File: config.mk
export PLATFORM = sky130hd
export DESIGN_NAME = regfile_wb_arbiter
export DESIGN_NICKNAME = d
export VERILOG_FILES = /design/src/rtl/regfile_wb_arbiter.sv
export SDC_FILE = /design/constraint.sdc
export NUM_CORES = 1
export LEC_CHECK = 0
export CAP_MARGIN = 20
export CELL_PAD_IN_SITES_DETAIL_PLACEMENT = 1
export CELL_PAD_IN_SITES_GLOBAL_PLACEMENT = 1
export CORE_MARGIN = 2
export CORE_UTILIZATION = 45
export DETAILED_ROUTE_END_ITERATION = 6
export PLACE_DENSITY = 0.88
export RECOVER_POWER = 50
export SYNTH_ARGS = -nofsm -noshare
export SYNTH_HDL_FRONTEND = slang
export SYNTH_SLANG_ARGS = --single-unit
File: constraint.sdc
create_clock -name CLOCK -period 2.9 [get_ports CLOCK]
set_input_delay 0.29 -clock CLOCK [delete_from_list [all_inputs] [get_ports CLOCK]]
set_output_delay 0.29 -clock CLOCK [all_outputs]
set_load 0.005 [all_outputs]
File: src/rtl/regfile_wb_arbiter.sv
// Arbitrates the single register-file write port between the pipeline writeback (A, priority)
// and a FIFO-buffered multi-cycle unit (B), with starvation protection and a pending-register mask.
module regfile_wb_arbiter #(
    parameter int unsigned DEPTH        = 4,
    parameter int unsigned STARVE_LIMIT = 8
) (
    input  logic                      CLOCK,
    input  logic                      RESET,
    input  logic                      a_valid,
    output logic                      a_ready,
    input  logic [4:0]                a_addr,
    input  logic [31:0]               a_data,
    input  logic                      b_valid,
    output logic                      b_ready,
    input  logic [4:0]                b_addr,
    input  logic [31:0]               b_data,
    output logic                      WriteEnable,
    output logic [4:0]                RegWrite,
    output logic [31:0]               DataWrite,
    output logic [31:0]               pending_mask,
    output logic [$clog2(DEPTH):0]    fifo_count
);
    localparam int unsigned AW = $clog2(DEPTH);
    localparam int unsigned CW = AW + 1;
    localparam int unsigned WW = $clog2(STARVE_LIMIT + 1);

    logic [4:0]    r_fifo_addr [DEPTH];
    logic [31:0]   r_fifo_data [DEPTH];
    logic [AW-1:0] r_rd_ptr;
    logic [AW-1:0] r_wr_ptr;
    logic [CW-1:0] r_count;
    logic [WW-1:0] r_wait_cnt;
    logic          r_write_enable;
    logic [4:0]    r_reg_write;
    logic [31:0]   r_data_write;

    logic w_empty;
    logic w_full;
    logic w_starve;
    logic w_grant_a;
    logic w_grant_b;
    logic w_push;

    // Grant logic: A wins unless the B head has waited STARVE_LIMIT cycles.
    assign w_empty   = (r_count == CW'(0));
    assign w_full    = (r_count == CW'(DEPTH));
    assign w_starve  = !w_empty && (r_wait_cnt == WW'(STARVE_LIMIT));
    assign a_ready   = !RESET && !w_starve;
    assign b_ready   = !RESET && !w_full;
    assign w_grant_b = !w_empty && (w_starve || !a_valid);
    assign w_grant_a = a_valid && a_ready;
    assign w_push    = b_valid && b_ready;

    assign WriteEnable = r_write_enable;
    assign RegWrite    = r_reg_write;
    assign DataWrite   = r_data_write;
    assign fifo_count  = r_count;

    // Registers targeted by any live FIFO entry; r0 is never reported.
    always_comb begin
        pending_mask = '0;
        for (int unsigned i = 0; i < DEPTH; i++) begin
            if ((CW'(i) < r_count) && (r_fifo_addr[r_rd_ptr + AW'(i)] != 5'd0)) begin
                pending_mask[r_fifo_addr[r_rd_ptr + AW'(i)]] = 1'b1;
            end
        end
    end

    // FIFO storage carries no reset; validity comes from r_count.
    always_ff @(posedge CLOCK) begin
        if (w_push) begin
            r_fifo_addr[r_wr_ptr] <= b_addr;
            r_fifo_data[r_wr_ptr] <= b_data;
        end
    end

    always_ff @(posedge CLOCK or posedge RESET) begin
        if (RESET) begin
            r_rd_ptr       <= '0;
            r_wr_ptr       <= '0;
            r_count        <= '0;
            r_wait_cnt     <= '0;
            r_write_enable <= 1'b0;
            r_reg_write    <= '0;
            r_data_write   <= '0;
        end else begin
            if (w_push) begin
                r_wr_ptr <= r_wr_ptr + AW'(1);
            end
            if (w_grant_b) begin
                r_rd_ptr <= r_rd_ptr + AW'(1);
            end
            case ({w_push, w_grant_b})
                2'b10:   r_count <= r_count + CW'(1);
                2'b01:   r_count <= r_count - CW'(1);
                default: r_count <= r_count;
            endcase

            if (w_empty || w_grant_b) begin
                r_wait_cnt <= '0;
            end else if (r_wait_cnt != WW'(STARVE_LIMIT)) begin
                r_wait_cnt <= r_wait_cnt + WW'(1);
            end

            // Writes to r0 are consumed but never enable the port.
            if (w_grant_a) begin
                r_write_enable <= (a_addr != 5'd0);
                r_reg_write    <= a_addr;
                r_data_write   <= a_data;
            end else if (w_grant_b) begin
                r_write_enable <= (r_fifo_addr[r_rd_ptr] != 5'd0);
                r_reg_write    <= r_fifo_addr[r_rd_ptr];
                r_data_write   <= r_fifo_data[r_rd_ptr];
            end else begin
                r_write_enable <= 1'b0;
            end
        end
    end
endmodule
* Word level (Yosys, flattened, before mapping) *
Memories as Yosys holds them, arrays and structs flattened.
Cells that the tools add are included.

word-level totals
  register bits = 49
  RAM bits = 148
  logic and storage cells = 89
  memories kept = 2

cells by class
  add/subtract/negate cells = 7
  $lt $le $gt $ge = 12
  eq/ne operators = 5
  mux-type cells = 23
  bitwise gates (word level) = 3
  reductions and logical operators = 30

memories
  name         words  width  rd ports  clocked after Yosys merged registers in  wr ports  RTL line  text
  r_fifo_data  4      32     1         0                                        1         28        logic [31:0] r_fifo_data [DEPTH];
  r_fifo_addr  4      5      4         0                                        1         27        logic [4:0] r_fifo_addr [DEPTH];

operators with widths
  kind                                                                                  number
  32-bit 2-to-1 mux                                                                     6
  32-bit bitwise OR                                                                     3
  5-bit nonzero test                                                                    5
  5-bit by 6-bit < comparator with 1-bit output (second input constant)                 4
  1-bit demux with 5-bit select                                                         4
  5-bit by 1-bit greater-or-equal comparator with 1-bit output (second input constant)  4
  1-bit logical AND                                                                     14
  5-bit 2-to-1 mux                                                                      2
  1-bit 2-to-1 mux                                                                      8
  4-bit 2-to-1 mux                                                                      2
  1-bit by 3-bit < comparator with 1-bit output (first input constant)                  2
  2-bit by 3-bit < comparator with 1-bit output (first input constant)                  2
  3-bit one-hot mux with 2 select lines                                                 1
  2-bit nonzero test                                                                    3
  1-bit logical NOT                                                                     5
  2-bit by 1-bit adder with 2-bit output (second input constant)                        2
  2-bit adder (second input constant)                                                   2
  4-bit by 1-bit adder with 4-bit output (second input constant)                        1
  4-bit equality test (second input constant)                                           1
  4-bit != test (second input constant)                                                 1
  3-bit by 1-bit adder with 3-bit output (second input constant)                        1
  3-bit equality test (second input constant)                                           1
  3-bit logical NOT                                                                     1
  3-bit by 1-bit subtractor with 3-bit output (second input constant)                   1
  other kinds (3)                                                                       4

* Depth between registers and ports, before layout *
An unclocked memory read counts as a cell.

  depth in word-level cells = 12
  mapped depth = 9
  mapped depth without buffers = 8

* Least setup slack after synthesis *
OpenSTA, ideal clock, no wires.

  path type = register to register
  from = register r_count[0] (netlist: fifo_count[0])
  to = memory r_fifo_addr[0][0], enable pin
  setup time = 0.398 ns
  arrival = 2.027 ns
  required time = 2.502 ns
  path slack = 0.475 ns
  cell stages (with the launch flop) = 5
  buffers on the path = 0
  period minus slack after synthesis = 2.425 ns
  path through = dfrtp_1 inv_1 ha_1 a21oi_1 and3_1

on the way
  cells in the longest elaborated chain, start to end = 6

ends and longest elaborated chain
  element                                 RTL line  text
  from (decl)                             31        logic [CW-1:0] r_count;
  from (signal assigned)                  94        2'b10: r_count <= r_count + CW'(1);
  from (signal assigned)                  95        2'b01: r_count <= r_count - CW'(1);
  from (signal assigned)                  96        default: r_count <= r_count;
  3-bit equality test                     46        assign w_full = (r_count == CW'(DEPTH));
  1-bit logical NOT                       49        assign b_ready = !RESET && !w_full;
  1-bit logical AND                       49
  named net b_ready                       14        output logic b_ready,
  1-bit logical AND                       52        assign w_push = b_valid && b_ready;
  1-bit 2-to-1 mux                        71        if (w_push) begin
  1-bit 2-to-1 mux (implied by the code)  72        r_fifo_addr[r_wr_ptr] <= b_addr;
  to (decl)                               27

The timed path passes the listed nets, and every way through them passes these cells.

* Worst setup path in the final report *
  from = register r_rd_ptr[0]
  to = output port pending_mask[18]

on the way
  cells in the longest elaborated chain, start to end = 12
  elaborated cells between the ends (all ways) = 39
  those cells by class = add/sub (3); order compare (8); mux (12); bitwise (3); reduce/logical (12); memory (1)

ends and longest elaborated chain
  element                                                                                            RTL line  text
  from (decl)                                                                                        29        logic [AW-1:0] r_rd_ptr;
  from (signal assigned)                                                                             91        r_rd_ptr <= r_rd_ptr + AW'(1);
  2-bit by 1-bit adder with 2-bit output or memory read 4 x 5 bit (tied branches)                    --
  memory read 4 x 5 bit *                                                                            --
  5-bit by 6-bit < comparator with 1-bit output (implied by the code), or another cell as far along  64        pending_mask[r_fifo_addr[r_rd_ptr + AW'(i)]] = 1'b1;
  1-bit logical AND (implied by the code) or 1-bit 2-to-1 mux (tied branches)                        64
  1-bit 2-to-1 mux (implied by the code) or 1-bit demux with 5-bit select (tied branches)            64
  1-bit demux with 5-bit select or 32-bit 2-to-1 mux (tied branches)                                 64, 63
  32-bit bitwise OR (no source line)                                                                 --
  32-bit 2-to-1 mux                                                                                  63        if ((CW'(i) < r_count) && (r_fifo_addr[r_rd_ptr + AW'(i)] != 5'd0)) begin
  32-bit bitwise OR (no source line)                                                                 --
  32-bit 2-to-1 mux                                                                                  63
  32-bit bitwise OR (no source line)                                                                 --
  32-bit 2-to-1 mux *                                                                                63
  to (decl)                                                                                          20        output logic [31:0] pending_mask,

Every way passes the cells marked *; elsewhere a longest branch is shown, timed or not.

==> metrics <==
H-tree depth=4; Slew Limit Fails=0; RePlAce Congestion=approximately 0.8; Internal=around 0.0084 W; Rows=52; synthesized cell area=0.009301 sq mm; Initial DRC Count=around 480; DRC Markers=0; Die X=between 100 and 150 um; first-pass GRT wire length=roughly 52 mm; power density over the cells=between 1000 and 1500 mW/mm^2; Mapped Avg Cell Area=around 15 sq um; Clock transition at path regs=0.08 ns; combinational power share=53.0%; total negative setup slack=-2.811 ns; Sink Count=a little under 200; Top Ports=153; maxcap violations=0; fin crit period=between 3 and 4 ns; commonest non-fill, non-tap cell in the layout=edfxtp_1; CTS buffer count=17; DR pass1 iterations=5; post-synth top area share=~48%; fin crit share=107.8%; Hold Path Class=reg2reg; Synth area leaders=edfxtp_1 48%, dfrtp_1 13%, mux4_2 12%, mux2i_1 3.7%, a21oi_1 1.9%; hold buffers post-CTS=0; share of cells above drive strength 1=between 30% and 40%; post-route ant nets=0; Area Growth Syn to Fin=38.69%; gr usage total=a little under a third; relative slew slack=between 20% and 30%; WS Path Type=reg2out; ys async rst share=between 20% and 30%; Fmax achieved=approximately 0.32 GHz; area post-placement=between 0.01 and 0.015 sq mm; Clock Latency Late Sink=between 0.4 and 0.5 ns; fill count=roughly 1900; Buffers on Ports=~150; number of synthesized flops with an enable pin=148; vias post-DR=around 7100; synth warn=0; total grt overflow=0; sequential area share after synthesis=around three fifths; die area=~0.022 sq mm; cell count after placement=approximately 1000; cell taking the most area after synthesis=edfxtp_1; post-synthesis cell count=609; net switching power=roughly 0.0053 W; Crit Path Max Fanout=7; failing checks=negative setup slack; Initial Util=45.97%; switching power share of the total=38.84%; average wire per standard cell=~30 um; final hold viol count=0; most frequent cells in the layout=148 x edfxtp_1, 78 x buf_4, 63 x clkdlybuf4s50_1; largest net degree at the start of global routing=50; vias in the first global route=about 8000; sequential share of power=between 20 and 30%; CP Capture Type=output port; post-DP HPWL=~22 mm; Core Box Area=0.02023 sq mm; TritonCTS clock tree=yes; Synth Net Count=roughly 700; RSZ-0062 raised after global routing=true; final instance area=roughly 0.013 sq mm; worst-margin pin slew=between 1 and 1.5 ns; Die Height=147.8 um; clock network fraction of total power=17.5%; Max clock buf depth=2; CTS root buf=clkbuf_16; # setup viols final=25; Worst Clk Skew=0.01227 ns; outcome=complete, but fails checks; multi-input logic area=approximately 0.0039 sq mm; vias per inst=6.239; CP required=2.61 ns; drt total wl=roughly 34 mm; Synth cell types=63; P_leak=approximately 4.7 nW; Yosys reg bits=197; Setup WS post-layout=-0.2263 ns; CP startpoint kind=flip-flop; worst vdd ir=about 0.00053 V; Cell Count, Final, Fillers Out=1141; Pwr Total=between 0.01 and 0.015 W; Sequential Area=~0.0057 sq mm; WP data arrival=between 2 and 3 ns; Synth Flop Type=edfxtp_1; initial antenna violation count=7; fin nets=943
==> flip-flops by register name (all words and copies together) (netlist names) <==
register	count
r_fifo_data	128
DataWrite	32
r_fifo_addr	20
RegWrite	5
r_wait_cnt	4
fifo_count	3
r_rd_ptr	2
r_wr_ptr	2
WriteEnable	1
==> path summary, 6_finish.rpt <==
check | startpoint | end | slack, ns | cells past startpoint
worst min-delay path | r_wait_cnt[0] | r_wait_cnt[0] | 0.51 | 1
max in group asynchronous | RESET | DataWrite[20] | 0.80 | 3
worst min register to register | r_wait_cnt[0] | r_wait_cnt[0] | 0.51 | 1
min in group asynchronous | RESET | r_rd_ptr[0] | 0.60 | 2
worst max-delay path | r_rd_ptr[0] | pending_mask[18] | -0.23 | 7
worst max register to register | fifo_count[0] | RegWrite[2] | 0.15 | 8
==> what timing repair did <==
action / in CTS / in global routing
pin swaps: 30 / 20
setup buffers: 56 / 8
resized for setup: 222 / 25
endpoints found under the setup margin: 31 / 31
==> cell families after synthesis <==
logic type / share of synthesized area (%)
flops: 60.96
compound gates: 8.663
other cells: 0.04032
buf+inv: 2.542
fa+ha+maj: 1.345
xor+xnor: 0.7533
mux: 16.45
simple gates: 9.241
==> worst max-delay path, cell delays in order, from the launching register on <==
cell	delay, ns
dfrtp_4	0.46
buf_8	0.14
mux4_2	0.57
or4b_4	0.57
buf_4	0.17
o2bb2ai_2	0.14
a221o_1	0.14
clkdlybuf4s15_2	0.21
==> cells in the mapped netlist (13+ instances only) <==
cell type and count:
nand2_1 22, nand2b_1 13, nor3_1 34, nor2b_1 14, mux4_2 50, o221ai_1 20
dfrtp_1 49, a22oi_1 13, inv_1 13, buf_2 13, clkbuf_1 15, a21oi_1 36
nor2_1 14, mux2i_1 34, edfxtp_1 148
==> metal layers <==
| metal | part of all wire [%] | global-route usage (%) | vias up |
|---|---|---|---|
| met4 | 3.6 | 12.69 | 6 |
| met2 | 54 | 57.65 | 357 |
| met5 | 0.12 | 0 | - |
| li1 | - | - | 2951 |
| met3 | 6.7 | 6.636 | 80 |
| met1 | 36 | 37.46 | 3725 |
==> through the flow <==
stage               utilization (%)  worst slack [ns]  hold slack (ns)
finish                        63.75           -0.2263           0.5058
global route                  63.75           -0.2680           0.5242
CTS                           63.26           -0.2148           0.3706
detailed placement            56.56           -0.1490           0.4953
global placement              56.56           -0.2420           0.4637
floorplan                         -            0.4748           0.3889
==> power groups by stage <==
stage               logic (W)  clock network (W)  registers [W]
CTS                   0.00696            0.00239        0.00401
detailed placement    0.00572                  0        0.00402
floorplan             0.00311                  0        0.00391
global placement      0.00548                  0        0.00393
finish                0.00724            0.00239        0.00402
global route          0.00764            0.00250        0.00405
==> layout make-up <==
cell class	count	area share, %
repair buffers	263	18.31
multi-input cells	363	30.06
diodes	3	0.05820
clock inverters	14	1.251
well taps	270	2.619
flip-flops and latches	197	44.00
clock buffers	18	3.327
inverters	13	0.3783
Power figures use the tool's default switching activity.
